<file path="config.mk">
export PLATFORM = sky130hd
export DESIGN_NAME = cla_serial_word_adder
export DESIGN_NICKNAME = d
export VERILOG_FILES = /design/src/rtl/cla_serial_word_adder.sv
export SDC_FILE = /design/constraint.sdc
export NUM_CORES = 1
export LEC_CHECK = 0
export CAP_MARGIN = 30
export CORE_ASPECT_RATIO = 0.8
export CORE_MARGIN = 2
export CORE_UTILIZATION = 30
export DETAILED_ROUTE_END_ITERATION = 8
export PLACE_DENSITY = 0.53
export SKIP_CTS_REPAIR_TIMING = 1
export SLEW_MARGIN = 5
export SYNTH_ARGS = -nofsm -noshare
export SYNTH_HDL_FRONTEND = slang
export SYNTH_SLANG_ARGS = --single-unit
</file>
<file path="constraint.sdc">
create_clock -name clk -period 2.8 [get_ports clk]
set_input_delay 0.56 -clock clk [delete_from_list [all_inputs] [get_ports clk]]
set_output_delay 0.56 -clock clk [all_outputs]
set_load 0.05 [all_outputs]
</file>
<file path="src/rtl/cla_serial_word_adder.sv">
// cla_serial_word_adder
// Adds two WIDTH-bit operands through a single 4-bit carry-lookahead slice.
// One 4-bit slice is processed per clock, and the carry is carried between
// cycles. Operands are accepted with an in_valid/in_ready handshake. The
// result is held until out_valid/out_ready completes.

module cla_serial_word_adder #(
    parameter int WIDTH = 16
) (
    input  logic             clk,
    input  logic             rst_n,
    input  logic             in_valid,
    output logic             in_ready,
    input  logic [WIDTH-1:0] a,
    input  logic [WIDTH-1:0] b,
    input  logic             cin,
    output logic             out_valid,
    input  logic             out_ready,
    output logic [WIDTH-1:0] sum,
    output logic             cout,
    output logic             busy
);

    localparam int NSLICE = WIDTH / 4;
    localparam int IDXW   = (NSLICE > 1) ? $clog2(NSLICE) : 1;
    localparam logic [IDXW-1:0] LAST_IDX = IDXW'(NSLICE - 1);

    typedef enum logic [1:0] {
        IDLE = 2'd0,
        RUN  = 2'd1,
        DONE = 2'd2
    } state_t;

    state_t state_reg, state_next;

    logic [WIDTH-1:0] a_reg, a_next;
    logic [WIDTH-1:0] b_reg, b_next;
    logic [WIDTH-1:0] sum_reg, sum_next;
    logic             carry_reg, carry_next;
    logic             cout_reg, cout_next;
    logic [IDXW-1:0]  idx_reg, idx_next;

    logic             accept;
    logic             last_slice;
    logic [3:0]       a_slice, b_slice;
    logic [3:0]       g, p, s;
    logic [4:0]       c;

    assign last_slice = (idx_reg == LAST_IDX);

    // Select the operand nibbles addressed by the current slice index.
    always_comb begin
        a_slice = '0;
        b_slice = '0;
        for (int i = 0; i < NSLICE; i++) begin
            if (idx_reg == IDXW'(i)) begin
                a_slice = a_reg[4*i +: 4];
                b_slice = b_reg[4*i +: 4];
            end
        end
    end

    // Per-bit generate and propagate terms.
    for (genvar gi = 0; gi < 4; gi++) begin : g_gp
        assign g[gi] = a_slice[gi] & b_slice[gi];
        assign p[gi] = a_slice[gi] ^ b_slice[gi];
        assign s[gi] = p[gi] ^ c[gi];
    end

    // The carries are fully expanded as lookahead terms. They are not rippled.
    assign c[0] = carry_reg;
    assign c[1] = g[0] | (p[0] & c[0]);
    assign c[2] = g[1] | (p[1] & g[0]) | (p[1] & p[0] & c[0]);
    assign c[3] = g[2] | (p[2] & g[1]) | (p[2] & p[1] & g[0])
                | (p[2] & p[1] & p[0] & c[0]);
    assign c[4] = g[3] | (p[3] & g[2]) | (p[3] & p[2] & g[1])
                | (p[3] & p[2] & p[1] & g[0])
                | (p[3] & p[2] & p[1] & p[0] & c[0]);

    // Each sum nibble clears on accept. It loads when its slice is active
    // in RUN, and otherwise it holds its value.
    for (genvar gi = 0; gi < NSLICE; gi++) begin : g_sum
        assign sum_next[4*gi +: 4] =
            accept ? 4'b0000 :
            ((state_reg == RUN) && (idx_reg == IDXW'(gi))) ? s :
            sum_reg[4*gi +: 4];
    end

    // Next-state logic, datapath register updates and handshake outputs.
    always_comb begin
        state_next = state_reg;
        a_next     = a_reg;
        b_next     = b_reg;
        carry_next = carry_reg;
        cout_next  = cout_reg;
        idx_next   = idx_reg;
        accept     = 1'b0;
        in_ready   = 1'b0;
        out_valid  = 1'b0;
        busy       = 1'b0;
        case (state_reg)
            IDLE: begin
                in_ready = 1'b1;
                if (in_valid) begin
                    accept     = 1'b1;
                    a_next     = a;
                    b_next     = b;
                    carry_next = cin;
                    idx_next   = '0;
                    state_next = RUN;
                end
            end
            RUN: begin
                busy       = 1'b1;
                carry_next = c[4];
                idx_next   = idx_reg + IDXW'(1);
                if (last_slice) begin
                    cout_next  = c[4];
                    idx_next   = '0;
                    state_next = DONE;
                end
            end
            DONE: begin
                busy      = 1'b1;
                out_valid = 1'b1;
                if (out_ready) begin
                    state_next = IDLE;
                end
            end
            default: begin
                state_next = IDLE;
            end
        endcase
    end

    // State register.
    always_ff @(posedge clk or negedge rst_n) begin
        if (!rst_n) begin
            state_reg <= IDLE;
        end else begin
            state_reg <= state_next;
        end
    end

    // Operand, carry, index and result registers. Reset aborts any operation.
    always_ff @(posedge clk or negedge rst_n) begin
        if (!rst_n) begin
            a_reg     <= '0;
            b_reg     <= '0;
            sum_reg   <= '0;
            carry_reg <= 1'b0;
            cout_reg  <= 1'b0;
            idx_reg   <= '0;
        end else begin
            a_reg     <= a_next;
            b_reg     <= b_next;
            sum_reg   <= sum_next;
            carry_reg <= carry_next;
            cout_reg  <= cout_next;
            idx_reg   <= idx_next;
        end
    end

    assign sum  = sum_reg;
    assign cout = cout_reg;

endmodule

</file>
After elaboration in Yosys (flattened, before gate mapping)

Cells that the tools add are included.

Register bits: 54
Input port bits: 37
Output and inout port bits: 20
Word-level logic and storage cells: 103

Add/sub/neg operators: 1
Equality and inequality tests: 8
Multiplexer cells: 30
Bitwise gates (word level): 38
Reductions and logical operators: 16

Operators with widths:

| kind                | count |
|---|---|
| $mux 4              | 16 |
| $and 1x1->1         | 20 |
| $mux 2              | 5 |
| $or 1x1->1          | 10 |
| $reduce_bool 2->1   | 5 |
| $xor 1x1->1         | 8 |
| $eq 2x2->1 const B  | 3 |
| $mux 1              | 6 |
| $ne 2x2->1 const B  | 3 |
| $pmux 2 s3          | 1 |
| $reduce_and 2->1    | 3 |
| $eq 2x1->1 const B  | 2 |
| $logic_and 1x1->1   | 4 |
| $logic_not 2->1     | 2 |
| $pmux 2 s2          | 1 |
| $reduce_and 3->1    | 1 |
| $add 2x1->2 const B | 1 |
| $pmux 1 s2          | 1 |
| $reduce_or 2->1     | 1 |

Logic depth before layout (Yosys ltp)

Word-level depth: 13
Depth in mapped cells: 13
Mapped depth without buffers: 11

Worst setup path before layout

No wires, ideal clock.

Path kind: reg2reg
Start: reg idx_reg[0]
End: reg sum_reg[11], in the netlist sum[11]
Library setup time: 94 ps
Arrival: 2372 ps
Required time: 2706 ps
Slack: 334 ps
Stages on the path, launching flop included: 14
Buffers on the path: 3
Period minus slack after synthesis: 2466 ps
Cells stage by stage: dfrtp_1 -> inv_1 -> ha_1 -> clkbuf_1 -> buf_2 -> a21oi_1 -> a21oi_1 -> o21ai_0 -> ha_1 -> buf_6 -> a41o_1 -> a21oi_4 -> nor3b_1 -> a211oi_1

Word-level cells in the longest chain between the ends: 13
Elaborated cells between the ends (all ways): 32
Those cells by class: eq/ne: 3; mux: 10; bitwise: 16; reduce/logical: 3

RTL lines:

| what                                              | line   | RTL |
|---|---|---|
| start: declaration                                | 41     | `logic [IDXW-1:0] idx_reg, idx_next;` |
| start signal: assignment                          | 160    | `idx_reg <= idx_next;` |
| $logic_not 2->1                                   | 56     | `if (idx_reg == IDXW'(i)) begin` |
| $mux 4 (4 in series)                              | 56     |  |
| $xor 1x1->1 / $and 1x1->1 (equally long branches) | 66, 65 |  |
| $and 1x1->1, on equally long branches             | 74, 75 |  |
| $or 1x1->1, or another cell as far along          | 74     | `assign c[3] = g[2] \| (p[2] & g[1]) \| (p[2] & p[1] & g[0])` |
| $or 1x1->1 / $and 1x1->1 (equally long branches)  | 74, 75 |  |
| $or 1x1->1                                        | 75     | `\| (p[2] & p[1] & p[0] & c[0]);` |
| $xor 1x1->1                                       | 67     | `assign s[gi] = p[gi] ^ c[gi];` |
| $mux 4                                            | 85     | `((state_reg == RUN) && (idx_reg == IDXW'(gi))) ? s :` |
| $mux 4                                            | 84     | `accept ? 4'b0000 :` |
| end signal: assignment                            | 157    | `sum_reg <= sum_next;` |
| end: declaration                                  | 38     | `logic [WIDTH-1:0] sum_reg, sum_next;` |

Several ways; a longest one is shown, not always the timed one. The select of a mux whose other input is x is not followed.
A chain may end at the register's enable or synchronous reset.

Final worst setup path

Start: reg idx_reg[1]
End: reg carry_reg

Word-level cells in the longest chain between the ends: 12
Elaborated cells between the ends (all ways): 32
Those cells by class: eq/ne: 3; mux: 9; bitwise: 19; reduce/logical: 1

RTL lines:

| what                                                   | line       | RTL |
|---|---|---|
| $logic_not 2->1                                        | 56         |  |
| $mux 4 (4 in series)                                   | 56         |  |
| $xor 1x1->1 / $and 1x1->1 (equally long branches)      | 66, 65     |  |
| $and 1x1->1, on equally long branches                  | 76, 77, 78 |  |
| $or 1x1->1, or another cell as far along (2 in series) | 76         | `assign c[4] = g[3] \| (p[3] & g[2]) \| (p[3] & p[2] & g[1])` |
| $or 1x1->1 / $and 1x1->1 (equally long branches)       | 77, 78     |  |
| $or 1x1->1 (*)                                         | 78         | `\| (p[3] & p[2] & p[1] & p[0] & c[0]);` |
| $pmux 1 s2 (*)                                         | 101        | `case (state_reg)` |
| end signal: assignment                                 | 158        | `carry_reg <= carry_next;` |
| end: declaration                                       | 39         | `logic carry_reg, carry_next;` |

Mark *: on every way between the ends. The rest lies on a longest branch, timed or not.

==> out/qor.csv <==
metric;value;unit
finalWirelength;7.17;mm
leakagePower;1.71;nW
crit_required;2.98;ns
relSlewSlack;57.1;%
syn-num-nets;380;
min_period_over_period;95.6;%
die_area;10100;um2
cts_tree;yes;
nFillCells;946;
critPathLaunchType;flip-flop;
netlist_top_cells_area;dfrtp_1 48%, nand2_1 15%, ha_1 5.4%;
rrSetupSlack;0.12;ns
clockBufferDepth;2;
gp_congestion;0.814;
synthToLayoutAreaGrowth;32.5;%
viasPerCell;4.68;
switching_share;47.5;%
antenna_found_initial;0;
reg2reg_to;carry_reg;
final_util;40.8;%
clkPwrFrac;12.0;%
status;finished, final reports clean;
yosysUniqueCellTypes;32;
synth.largest_area_cell;dfrtp_1;
power;0.00500;W
crit_path_end_kind;flip-flop;
initial_core_util;30.8;%
worst-setup-path-type;flip-flop to flip-flop;
synth_edf_count;0;
clk_pin_slew_worst_paths;0.07;ns
setup_tns;0;ns
finalNonFillerCells;504;
drc;0;
comb_power_share;60.6;%
hp-class;input port to asynchronous set/reset pin;
track_usage;13.9;%
clk_latency;0.29;ns
nets;439;
synth_area_per_cell;8.47;um2
worst_pin_slew;0.644;ns
post-dp-hpwl;5.17;mm
setup_viol;0;
clock_skew;0.00506;ns
max_freq;0.374;GHz
std_cell_rows;31;
routed-via-count;2361;
final_cell_area;3700;um2
path_max_fanout;8;
internal_power;0.00262;W
die_w;112;um
cts_made_buffers;5;
synth_area;2800;um2
placed_cells;494;
io_buffers;56;
arrival;2.86;ns
seq_area;1350;um2
grt_pass1_vias;2264;
fp.dieH;90.4;um
ys.flop_type;dfrtp_1;
synthCells;330;
synth_seq_cells;54;
synth_sequential_area_ratio;48.3;%
grt_pass1_wl;11.3;mm
hold_viol;0;
synth_top_area_share;48.3;%
globalRouteOverflowTotal;0;
most-common-layout-cells;111 x nand2_1, 55 x clkdlybuf4s50_1, 54 x dfrtp_1;
maxCapViolations;0;
multiInputGateArea;1370;um2
grt_start_max_net_pins;29;
seqPwrFrac;27.4;%
ys_warn_count;0;
dr.pass1.iters;4;
io-pin-count;57;
diodes;0;
drt_iter0_drc;145;
ir_drop;0.453;mV
cts-root-buf;clkbuf_16;
place_area;3510;um2
async_flop_share;100;%
htree_levels;2;
r2r_start;idx_reg[1];
final_common_cell;nand2_1;
p_per_area;1350;nW/um2
wl_per_cell;14.2;um
post-route-min-period;2.68;ns
switching_power;0.00238;W
ant_nets;0;
coreArea;9080;um2
cts.sinks;54;
maxSlewViolCount;0;
drive_gt1_share;7.71;%
ff2ff_path_depth;11;
## layout make-up
type	instances	area share (%)
timing repair buffer	69	18.0
multi-input combinational	250	37.1
inverter	9	0.912
sequential	54	36.5
clock buffer	6	3.48
tap	115	3.88
clock inverter	1	0.203
## critical path: stages (launching register included)
cell and delay [ns]:
dfrtp_1 0.41, inv_1 0.12, ha_4 0.20, buf_4 0.16
a221oi_2 0.31, nor3_2 0.09, a21o_1 0.18, ha_1 0.30
a41o_1 0.28, a21oi_4 0.08, buf_4 0.15, a221oi_1 0.29
## cells by family after synthesis
family / after synthesis / share of synthesized area (%)
buffers and inverters: 27 / 4.25
xor gates and xnor gates: 1 / 0.313
muxes: 1 / 0.358
DFF: 54 / 48.3
adders and majority gates: 13 / 6.08
and+or+nand+nor: 169 / 25.8
AOI/OAI and AO/OA: 65 / 14.9
## stage by stage
step,hold WS (ns),setup WS (ns)
final,0.292,0.123
after global routing,0.339,-0.0174
after CTS,0.319,-0.0107
after detailed placement,0.464,0.000829
after global placement,0.461,0.0789
after floorplan,0.264,0.334
## power groups by stage
stage                     clock, W  combinational (W)  sequential (W)
final                     0.000602            0.00303         0.00137
after global routing      0.000641            0.00333         0.00142
after CTS                 0.000613            0.00291         0.00137
after detailed placement         0            0.00291         0.00138
after global placement           0            0.00285         0.00138
after floorplan                  0            0.00180         0.00159
## cells in the mapped netlist (2+ instances only)
cell	number
a221oi_1	5
buf_2	8
ha_1	12
nand2_1	111
dfrtp_1	54
clkbuf_1	8
nor3_1	3
a21oi_1	24
nor2_1	28
nand2b_1	2
nor2b_1	9
o31ai_1	2
and2_1	4
a211oi_1	9
o21ai_0	14
inv_1	9
a21o_1	3
nor3b_1	8
nand3b_1	4
## per-layer routing
layer / up-vias / wire length, um / part of all wire (%) / track usage [%]
li1: 1213 / - / - / -
met1: 1093 / 3630 / 51 / 21.0
met2: 48 / 3130 / 44 / 20.3
met3: 7 / 317 / 4.4 / 2.95
met4: 0 / 90 / 1.3 / 3.56
met5: - / 0 / 0 / 0
## how the worst max path moves through the flow
stage,start,end,slack (ns)
floorplan,idx_reg[0],sum[11],0.33
global placement,idx_reg[0],sum[14],0.08
detailed placement,idx_reg[1],sum[14],0.0008
CTS,idx_reg[1],sum[11],-0.01
global route,idx_reg[1],sum[7],-0.02
finish,idx_reg[1],carry_reg,0.12
Note: power is estimated with default switching activity, not from simulation.
